==> src/rtl/ctrl_pkg.sv <==
// Shared constants and types for the Mini-SRC control sequencer: opcodes,
// state encoding, IR field positions and the op classification used by decode.
package ctrl_pkg;

   localparam logic [3:0] MEM_WAIT_MAX = 4'd15;

   localparam int unsigned IR_OP_MSB = 31;
   localparam int unsigned IR_OP_LSB = 27;
   localparam int unsigned IR_RA_MSB = 26;
   localparam int unsigned IR_RA_LSB = 23;
   localparam int unsigned IR_RB_MSB = 22;
   localparam int unsigned IR_RB_LSB = 19;
   localparam int unsigned IR_RC_MSB = 18;
   localparam int unsigned IR_RC_LSB = 15;

   localparam logic [4:0] OP_ADD  = 5'b00011;
   localparam logic [4:0] OP_SUB  = 5'b00100;
   localparam logic [4:0] OP_AND  = 5'b00101;
   localparam logic [4:0] OP_OR   = 5'b00110;
   localparam logic [4:0] OP_ROR  = 5'b00111;
   localparam logic [4:0] OP_ROL  = 5'b01000;
   localparam logic [4:0] OP_SHR  = 5'b01001;
   localparam logic [4:0] OP_SHRA = 5'b01010;
   localparam logic [4:0] OP_SHL  = 5'b01011;
   localparam logic [4:0] OP_MUL  = 5'b01111;
   localparam logic [4:0] OP_DIV  = 5'b10000;
   localparam logic [4:0] OP_NEG  = 5'b10010;
   localparam logic [4:0] OP_NOT  = 5'b10011;
   localparam logic [4:0] OP_NOP  = 5'b11010;
   localparam logic [4:0] OP_HALT = 5'b11011;

   typedef enum logic [3:0] {
      ST_HALT = 4'd0,
      ST_T0   = 4'd1,
      ST_T1   = 4'd2,
      ST_T2   = 4'd3,
      ST_T3   = 4'd4,
      ST_T4   = 4'd5,
      ST_T5   = 4'd6,
      ST_T6   = 4'd7
   } state_e;

   typedef enum logic [2:0] {
      CLS_THREE   = 3'd0,
      CLS_UNARY   = 3'd1,
      CLS_MULDIV  = 3'd2,
      CLS_NOP     = 3'd3,
      CLS_HALT    = 3'd4,
      CLS_ILLEGAL = 3'd5
   } op_class_e;

   function automatic logic [4:0] ir_op(input logic [31:0] ir);
      return ir[IR_OP_MSB:IR_OP_LSB];
   endfunction

   function automatic logic [3:0] ir_ra(input logic [31:0] ir);
      return ir[IR_RA_MSB:IR_RA_LSB];
   endfunction

   function automatic logic [3:0] ir_rb(input logic [31:0] ir);
      return ir[IR_RB_MSB:IR_RB_LSB];
   endfunction

   function automatic logic [3:0] ir_rc(input logic [31:0] ir);
      return ir[IR_RC_MSB:IR_RC_LSB];
   endfunction

endpackage

==> src/rtl/ctrl_sequencer_if.sv <==
// Handshake and strobe bundle between ctrl_sequencer (master) and the
// datapath (slave).
interface ctrl_sequencer_if;

   logic        run;
   logic        stop;
   logic        mem_ready;
   logic [31:0] IR;

   logic        PCout;
   logic        MARin;
   logic        IncPC;
   logic        Zin;
   logic        Zlowout;
   logic        Zhighout;
   logic        PCin;
   logic        Read;
   logic        MDRin;
   logic        MDRout;
   logic        IRin;
   logic        Yin;
   logic        HIin;
   logic        LOin;
   logic        reg_in_en;
   logic        reg_out_en;
   logic [3:0]  reg_in_sel;
   logic [3:0]  reg_out_sel;
   logic [4:0]  opcode;
   logic        halted;
   logic        illegal;
   logic        mem_timeout;

   modport master (
      input  run, stop, mem_ready, IR,
      output PCout, MARin, IncPC, Zin, Zlowout, Zhighout, PCin, Read, MDRin,
             MDRout, IRin, Yin, HIin, LOin, reg_in_en, reg_out_en,
             reg_in_sel, reg_out_sel, opcode, halted, illegal, mem_timeout
   );

   modport slave (
      output run, stop, mem_ready, IR,
      input  PCout, MARin, IncPC, Zin, Zlowout, Zhighout, PCin, Read, MDRin,
             MDRout, IRin, Yin, HIin, LOin, reg_in_en, reg_out_en,
             reg_in_sel, reg_out_sel, opcode, halted, illegal, mem_timeout
   );

endinterface

==> src/rtl/ctrl_decode.sv <==
// Combinational opcode classifier. mul/div count as supported only when
// CTRL_MULDIV_EN is defined; otherwise they fall into the illegal class.
module ctrl_decode
   import ctrl_pkg::*;
(
   input  logic [4:0] op_i,
   output op_class_e  class_o
);

   // Map each opcode onto the execute path it needs.
   always_comb begin
      class_o = CLS_ILLEGAL;
      case (op_i)
         OP_ADD, OP_SUB, OP_AND, OP_OR, OP_ROR,
         OP_ROL, OP_SHR, OP_SHRA, OP_SHL:  class_o = CLS_THREE;
         OP_NEG, OP_NOT:                   class_o = CLS_UNARY;
`ifdef CTRL_MULDIV_EN
         OP_MUL, OP_DIV:                   class_o = CLS_MULDIV;
`endif
         OP_NOP:                           class_o = CLS_NOP;
         OP_HALT:                          class_o = CLS_HALT;
         default:                          class_o = CLS_ILLEGAL;
      endcase
   end

endmodule

==> src/rtl/ctrl_sequencer.sv <==
// Moore control sequencer for the Mini-SRC datapath: fetch (T0-T2) and
// register-register execute (T3-T6). Define CTRL_MULDIV_EN for the HI/LO path.
module ctrl_sequencer
   import ctrl_pkg::*;
(
   input  logic             Clock,
   input  logic             clear,
   ctrl_sequencer_if.master ctl
);

   state_e     state_q, state_d;
   logic [3:0] wait_q, wait_d;
   logic       illegal_q, illegal_d;
   logic       timeout_q, timeout_d;

   logic [4:0] op_s;
   logic [3:0] ra_s, rb_s, rc_s;
   op_class_e  class_s;
   state_e     boundary_s;
   logic       unused_ir_s;

   logic       pcout_s, marin_s, incpc_s, zin_s, zlowout_s, pcin_s;
   logic       read_s, mdrin_s, mdrout_s, irin_s, yin_s;
   logic       reg_in_en_s, reg_out_en_s, halted_s;
   logic [3:0] reg_in_sel_s, reg_out_sel_s;
   logic [4:0] opcode_s;
`ifdef CTRL_MULDIV_EN
   logic       zhighout_s, hiin_s, loin_s;
`endif

   assign op_s        = ir_op(ctl.IR);
   assign ra_s        = ir_ra(ctl.IR);
   assign rb_s        = ir_rb(ctl.IR);
   assign rc_s        = ir_rc(ctl.IR);
   assign unused_ir_s = ^ctl.IR[14:0];
   // stop is only honoured at an instruction boundary
   assign boundary_s  = ctl.stop ? ST_HALT : ST_T0;

   ctrl_decode u_decode (
      .op_i    (op_s),
      .class_o (class_s)
   );

   // State, T1 wait counter and sticky fault flags.
   always_ff @(posedge Clock or negedge clear) begin
      if (!clear) begin
         state_q   <= ST_HALT;
         wait_q    <= 4'd0;
         illegal_q <= 1'b0;
         timeout_q <= 1'b0;
      end else begin
         state_q   <= state_d;
         wait_q    <= wait_d;
         illegal_q <= illegal_d;
         timeout_q <= timeout_d;
      end
   end

   // Next-state logic; flags are only set on the way into HALT.
   always_comb begin
      state_d   = state_q;
      wait_d    = 4'd0;
      illegal_d = illegal_q;
      timeout_d = timeout_q;
      case (state_q)
         ST_HALT: begin
            if (ctl.run) begin
               state_d   = ST_T0;
               illegal_d = 1'b0;
               timeout_d = 1'b0;
            end else begin
               state_d   = ST_HALT;
            end
         end
         ST_T0: state_d = ST_T1;
         ST_T1: begin
            if (ctl.mem_ready) begin
               state_d = ST_T2;
            end else if (wait_q == MEM_WAIT_MAX) begin
               state_d   = ST_HALT;
               timeout_d = 1'b1;
            end else begin
               state_d = ST_T1;
               wait_d  = wait_q + 4'd1;
            end
         end
         ST_T2: begin
            case (class_s)
               CLS_NOP:                          state_d = boundary_s;
               CLS_HALT:                         state_d = ST_HALT;
               CLS_THREE, CLS_UNARY, CLS_MULDIV: state_d = ST_T3;
               default: begin
                  state_d   = ST_HALT;
                  illegal_d = 1'b1;
               end
            endcase
         end
         ST_T3: state_d = ST_T4;
         ST_T4: state_d = ST_T5;
         ST_T5: begin
`ifdef CTRL_MULDIV_EN
            if (class_s == CLS_MULDIV) begin
               state_d = ST_T6;
            end else begin
               state_d = boundary_s;
            end
`else
            state_d = boundary_s;
`endif
         end
`ifdef CTRL_MULDIV_EN
         ST_T6: state_d = boundary_s;
`endif
         default: state_d = ST_HALT;
      endcase
   end

   // Moore strobe decode from the state register and the current IR.
   always_comb begin
      pcout_s       = 1'b0;
      marin_s       = 1'b0;
      incpc_s       = 1'b0;
      zin_s         = 1'b0;
      zlowout_s     = 1'b0;
      pcin_s        = 1'b0;
      read_s        = 1'b0;
      mdrin_s       = 1'b0;
      mdrout_s      = 1'b0;
      irin_s        = 1'b0;
      yin_s         = 1'b0;
      reg_in_en_s   = 1'b0;
      reg_out_en_s  = 1'b0;
      reg_in_sel_s  = 4'd0;
      reg_out_sel_s = 4'd0;
      opcode_s      = 5'd0;
      halted_s      = 1'b0;
`ifdef CTRL_MULDIV_EN
      zhighout_s    = 1'b0;
      hiin_s        = 1'b0;
      loin_s        = 1'b0;
`endif
      case (state_q)
         ST_HALT: halted_s = 1'b1;
         ST_T0: begin
            pcout_s = 1'b1;
            marin_s = 1'b1;
            incpc_s = 1'b1;
            zin_s   = 1'b1;
         end
         ST_T1: begin
            zlowout_s = 1'b1;
            pcin_s    = 1'b1;
            read_s    = 1'b1;
            mdrin_s   = 1'b1;
         end
         ST_T2: begin
            mdrout_s = 1'b1;
            irin_s   = 1'b1;
         end
         ST_T3: begin
            reg_out_en_s  = 1'b1;
            reg_out_sel_s = rb_s;
            yin_s         = 1'b1;
         end
         ST_T4: begin
            reg_out_en_s  = 1'b1;
            reg_out_sel_s = (class_s == CLS_UNARY) ? rb_s : rc_s;
            zin_s         = 1'b1;
            opcode_s      = op_s;
         end
         ST_T5: begin
            zlowout_s = 1'b1;
`ifdef CTRL_MULDIV_EN
            if (class_s == CLS_MULDIV) begin
               loin_s = 1'b1;
            end else begin
               reg_in_en_s  = 1'b1;
               reg_in_sel_s = ra_s;
            end
`else
            reg_in_en_s  = 1'b1;
            reg_in_sel_s = ra_s;
`endif
         end
`ifdef CTRL_MULDIV_EN
         ST_T6: begin
            zhighout_s = 1'b1;
            hiin_s     = 1'b1;
         end
`endif
         default: halted_s = 1'b0;
      endcase
   end

   assign ctl.PCout       = pcout_s;
   assign ctl.MARin       = marin_s;
   assign ctl.IncPC       = incpc_s;
   assign ctl.Zin         = zin_s;
   assign ctl.Zlowout     = zlowout_s;
   assign ctl.PCin        = pcin_s;
   assign ctl.Read        = read_s;
   assign ctl.MDRin       = mdrin_s;
   assign ctl.MDRout      = mdrout_s;
   assign ctl.IRin        = irin_s;
   assign ctl.Yin         = yin_s;
   assign ctl.reg_in_en   = reg_in_en_s;
   assign ctl.reg_out_en  = reg_out_en_s;
   assign ctl.reg_in_sel  = reg_in_sel_s;
   assign ctl.reg_out_sel = reg_out_sel_s;
   assign ctl.opcode      = opcode_s;
   assign ctl.halted      = halted_s;
   assign ctl.illegal     = illegal_q;
   assign ctl.mem_timeout = timeout_q;
`ifdef CTRL_MULDIV_EN
   assign ctl.Zhighout    = zhighout_s;
   assign ctl.HIin        = hiin_s;
   assign ctl.LOin        = loin_s;
`else
   assign ctl.Zhighout    = 1'b0;
   assign ctl.HIin        = 1'b0;
   assign ctl.LOin        = 1'b0;
`endif

endmodule

==> src/flat_wrapper.sv <==
// flat-port wrapper written by rule: the top's interface ports become plain ports
module ctrl_sequencer_flat import ctrl_pkg::*;
  (Clock, clear, ctl_run, ctl_stop, ctl_mem_ready, ctl_IR, ctl_PCout, ctl_MARin, ctl_IncPC, ctl_Zin, ctl_Zlowout, ctl_Zhighout, ctl_PCin, ctl_Read, ctl_MDRin, ctl_MDRout, ctl_IRin, ctl_Yin, ctl_HIin, ctl_LOin, ctl_reg_in_en, ctl_reg_out_en, ctl_reg_in_sel, ctl_reg_out_sel, ctl_opcode, ctl_halted, ctl_illegal, ctl_mem_timeout);
  ctrl_sequencer_if ctl_i ();
  input  logic Clock;
  input  logic clear;
  input wire logic [$bits(ctl_i.run)-1:0] ctl_run;
  input wire logic [$bits(ctl_i.stop)-1:0] ctl_stop;
  input wire logic [$bits(ctl_i.mem_ready)-1:0] ctl_mem_ready;
  input wire logic [$bits(ctl_i.IR)-1:0] ctl_IR;
  output wire logic [$bits(ctl_i.PCout)-1:0] ctl_PCout;
  output wire logic [$bits(ctl_i.MARin)-1:0] ctl_MARin;
  output wire logic [$bits(ctl_i.IncPC)-1:0] ctl_IncPC;
  output wire logic [$bits(ctl_i.Zin)-1:0] ctl_Zin;
  output wire logic [$bits(ctl_i.Zlowout)-1:0] ctl_Zlowout;
  output wire logic [$bits(ctl_i.Zhighout)-1:0] ctl_Zhighout;
  output wire logic [$bits(ctl_i.PCin)-1:0] ctl_PCin;
  output wire logic [$bits(ctl_i.Read)-1:0] ctl_Read;
  output wire logic [$bits(ctl_i.MDRin)-1:0] ctl_MDRin;
  output wire logic [$bits(ctl_i.MDRout)-1:0] ctl_MDRout;
  output wire logic [$bits(ctl_i.IRin)-1:0] ctl_IRin;
  output wire logic [$bits(ctl_i.Yin)-1:0] ctl_Yin;
  output wire logic [$bits(ctl_i.HIin)-1:0] ctl_HIin;
  output wire logic [$bits(ctl_i.LOin)-1:0] ctl_LOin;
  output wire logic [$bits(ctl_i.reg_in_en)-1:0] ctl_reg_in_en;
  output wire logic [$bits(ctl_i.reg_out_en)-1:0] ctl_reg_out_en;
  output wire logic [$bits(ctl_i.reg_in_sel)-1:0] ctl_reg_in_sel;
  output wire logic [$bits(ctl_i.reg_out_sel)-1:0] ctl_reg_out_sel;
  output wire logic [$bits(ctl_i.opcode)-1:0] ctl_opcode;
  output wire logic [$bits(ctl_i.halted)-1:0] ctl_halted;
  output wire logic [$bits(ctl_i.illegal)-1:0] ctl_illegal;
  output wire logic [$bits(ctl_i.mem_timeout)-1:0] ctl_mem_timeout;
  assign ctl_i.run = ctl_run;
  assign ctl_i.stop = ctl_stop;
  assign ctl_i.mem_ready = ctl_mem_ready;
  assign ctl_i.IR = ctl_IR;
  assign ctl_PCout = ctl_i.PCout;
  assign ctl_MARin = ctl_i.MARin;
  assign ctl_IncPC = ctl_i.IncPC;
  assign ctl_Zin = ctl_i.Zin;
  assign ctl_Zlowout = ctl_i.Zlowout;
  assign ctl_Zhighout = ctl_i.Zhighout;
  assign ctl_PCin = ctl_i.PCin;
  assign ctl_Read = ctl_i.Read;
  assign ctl_MDRin = ctl_i.MDRin;
  assign ctl_MDRout = ctl_i.MDRout;
  assign ctl_IRin = ctl_i.IRin;
  assign ctl_Yin = ctl_i.Yin;
  assign ctl_HIin = ctl_i.HIin;
  assign ctl_LOin = ctl_i.LOin;
  assign ctl_reg_in_en = ctl_i.reg_in_en;
  assign ctl_reg_out_en = ctl_i.reg_out_en;
  assign ctl_reg_in_sel = ctl_i.reg_in_sel;
  assign ctl_reg_out_sel = ctl_i.reg_out_sel;
  assign ctl_opcode = ctl_i.opcode;
  assign ctl_halted = ctl_i.halted;
  assign ctl_illegal = ctl_i.illegal;
  assign ctl_mem_timeout = ctl_i.mem_timeout;
  ctrl_sequencer u_core (.Clock(Clock), .clear(clear), .ctl(ctl_i));
endmodule
==> config.mk <==
export PLATFORM = sky130hd
export DESIGN_NAME = ctrl_sequencer_flat
export DESIGN_NICKNAME = d
export VERILOG_FILES = /design/src/rtl/ctrl_pkg.sv /design/src/rtl/ctrl_sequencer_if.sv /design/src/rtl/ctrl_decode.sv /design/src/rtl/ctrl_sequencer.sv /design/src/flat_wrapper.sv
export SDC_FILE = /design/constraint.sdc
export NUM_CORES = 1
export LEC_CHECK = 0
export ABC_CLOCK_PERIOD_IN_PS = 3900
export CAP_MARGIN = 15
export CORE_UTILIZATION = 34
export DETAILED_ROUTE_END_ITERATION = 16
export PLACE_DENSITY = 0.86
export SLEW_MARGIN = 20
export SYNTH_ARGS = -nofsm -noshare
export SYNTH_HDL_FRONTEND = slang
export SYNTH_SLANG_ARGS = --single-unit
==> constraint.sdc <==
create_clock -name Clock -period 3.9 [get_ports Clock]
set_clock_uncertainty 0.2 [all_clocks]
set_input_delay 0.39 -clock Clock [delete_from_list [all_inputs] [get_ports Clock]]
set_output_delay 0.39 -clock Clock [all_outputs]
set_load 0.02 [all_outputs]
==> impl_metrics.tcl <==
set metrics [dict create \
    drtPass1Iterations 4 \
    grt.overflow.total 0 \
    crit_start "ctl_IR[29]" \
    hpwl_um 1662 \
    synthMuxAreaShare_pct 6.759 \
    synth_top_family_by_area "simple AND/OR/NAND/NOR gates" \
    synth_area_leader_cell "dfrtp_1" \
    die_x_um 50.95 \
    via_count 804 \
    grt_pass1_vias 738 \
    critical_path_class "primary input to output port" \
    num_antenna_cells 0 \
    holdBufCountCts 0 \
    postCtsSetupBuffers 0 \
    wl_per_cell_um 12.70 \
    holdWs_ns 0.2245 \
    io_buffers 50 \
    coreArea_um2 2233 \
    fmax_mhz 351.8 \
    hp-class "primary input to async pin" \
    fp-row-count 17 \
    placed_area_um2 1250 \
    layout-drive-gt1-share_pct 8.889 \
    insertion_delay_ns 0.26 \
    numCtsBuffers 3 \
    synth_edf_count 0 \
    drc 0 \
    required_ns 3.31 \
    fin_crit_ns 2.842 \
    critPathCaptureType "output port" \
    ctsHtreeMaxLevel 1 \
    synth_most_common_cell "and3_1" \
    synthSimpleGateAreaFrac_pct 36.56 \
    drt_wl_total_um 2070 \
    cts_buffer_depth 2 \
    maxSlewViolCount 0 \
    ys_types 37 \
    antenna_left 0 \
    worst_r2r_startpoint "u_core.state_q[0]" \
    vdd_drop_max_v 0.0003308 \
    cts_resized 0 \
    ios 69 \
    grt_max_degree 17 \
    design_area_um2 1276 \
    cts_tree "yes" \
    cts-root-buf "clkbuf_4" \
    syn_inst 93 \
    synthDominantCellAreaShare_pct 27.65 \
    routabilityCongestion 0.8000 \
    setup_violations 0 \
    ys_ff_latch 9 \
    synth-seq-area-share_pct 27.65 \
    initial_core_util_pct 36.47 \
    outcome "completed" \
    grtUsageTotal_pct 16.14 \
    final_nets 174 \
    drtIter0Drc 20 \
    grt_antenna_before_repair 0 \
    hold_viol 0 \
    max-cap-violations 0 \
    clkTransAtPathRegs_ns 0.06 \
    syn_area_um2 814.5 \
    p_leak_uw 0.0005735 \
    synth_warnings 0 \
    fin_crit_sh_pct 72.88 \
    die_area_um2 2595 \
    crit_arrival_ns 2.25 \
    grt_pass1_wl_um 3243 \
    crit_fanout 5 \
    vias_per_cell 4.933 \
    syn_avg_cell_area_um2 8.758 \
    yosys.area_share.xor_xnor_pct 3.226 \
    die_h_um 50.95 \
    finalPower_uw 733.1 \
    ys_top_cells_by_count "and3_1, buf_4, nand2_1" \
    rsz0062_at_grt "no" \
    start_kind "primary input" \
    fin_setup_tns_ns 0 \
    powerDensity_nw_per_um2 574.4 \
    synth_compound_area_share_pct 9.677 \
    synth_async_sr_flop_share_pct 100.0 \
    syn_to_final_growth_pct 56.68 \
    synthAdderAreaFrac_pct 1.536 \
    cts_sinks 9 \
    rrSetupSlack_ns 2.36 \
    synth.area.top_cells "dfrtp_1, buf_4, and3_1" \
    ys.flop_type "dfrtp_1" \
]
-- layout by cell type, fill, tap and decap left out, drive strengths merged --
master         Yosys  layout
clkdlybuf4s50      0      50
and3              11      11
nand2             10      10
dfrtp              9       9
nor2               7       7
o21ai              5       5
mux2i              4       4
nand2b             4       4
clkbuf             0       4
nor3               4       4
nand3              3       3
conb               1       3
a31oi              2       2
xor2               2       2
inv                2       2
nor2b              2       2
and2               2       2
and2b              1       1
and3b              1       1
nor3b              1       1
a211o              1       1
mux2               1       1
nor4bb             1       1
nand3b             1       1
a41oi              1       1
xnor2              1       1
o221ai             1       1
ha                 1       1
-- critical path: stages --
cell	delay (ns)
clkdlybuf4s50_1	0.49
nand2b_1	0.25
o21ai_4	0.25
mux2i_1	0.24
clkdlybuf4s50_1	0.63
-- flip-flops by register name, summed over array words and instances, names as in the netlist --
signal,flops
u_core.ctl.illegal,1
u_core.state_q,3
u_core.ctl.mem_timeout,1
u_core.wait_q,4
-- routing by layer --
metal | GRT usage [%] | vias to the layer above | routed length (um)
met4 | 3.704 | 0 | 13
met2 | 29.82 | 34 | 1092
met3 | 3.274 | 2 | 110
li1 | - | 395 | -
met1 | 18.76 | 373 | 854
met5 | 0 | - | 0
-- final timing paths --
kind	to	cells past startpoint
hold / removal	u_core.wait_q[3]	1
setup / recovery	ctl_reg_out_sel[3]	5
min in group Clock	u_core.wait_q[0]	1
setup reg to reg	u_core.ctl.illegal	3
max in group asynchronous	u_core.state_q[2]	1
hold reg to reg	u_core.wait_q[0]	1
-- cell families (layout without fill, tap and decap cells) --
| group | Yosys count | count (layout) |
|---|---|---|
| flip-flops | 9 | 9 |
| XOR/XNOR | 3 | 3 |
| buffers and inverters | 16 | 56 |
| other | 1 | 3 |
| multiplexers | 5 | 5 |
| adder cells (fa/ha/maj) | 1 | 1 |
| AO/OA/AOI/OAI | 10 | 10 |
| AND/OR/NAND/NOR | 48 | 48 |
-- cell type report --
type / instances / area (um2)
Timing Repair Buffer: 50 / 500.5
Sequential cell: 9 / 225.2
Clock buffer: 4 / 26.28
Inverter: 2 / 7.507
Tap cell: 28 / 35.03
Fill cell: 202 / 957.2
Multi-Input combinational cell: 70 / 481.7
-- through the flow --
step | utilization, % | setup slack [ns] | cells
finish | 57.14 | 1.058 | 163
global route | 57.14 | 0.9746 | 163
CTS | 57.14 | 1.051 | 163
detailed placement | 55.97 | 1.055 | 159
global placement | 55.97 | 1.089 | 159
floorplan | - | 2.006 | 95
-- power by group --
| group | switching (uW) | internal [uW] | total, uW |
|---|---|---|---|
| logic | 243 | 243 | 485 |
| clock network | 30.6 | 39.3 | 69.9 |
| registers | 61.5 | 116 | 178 |
| total | 335 | 398 | 733 |
(Power assumes the default switching activity.)
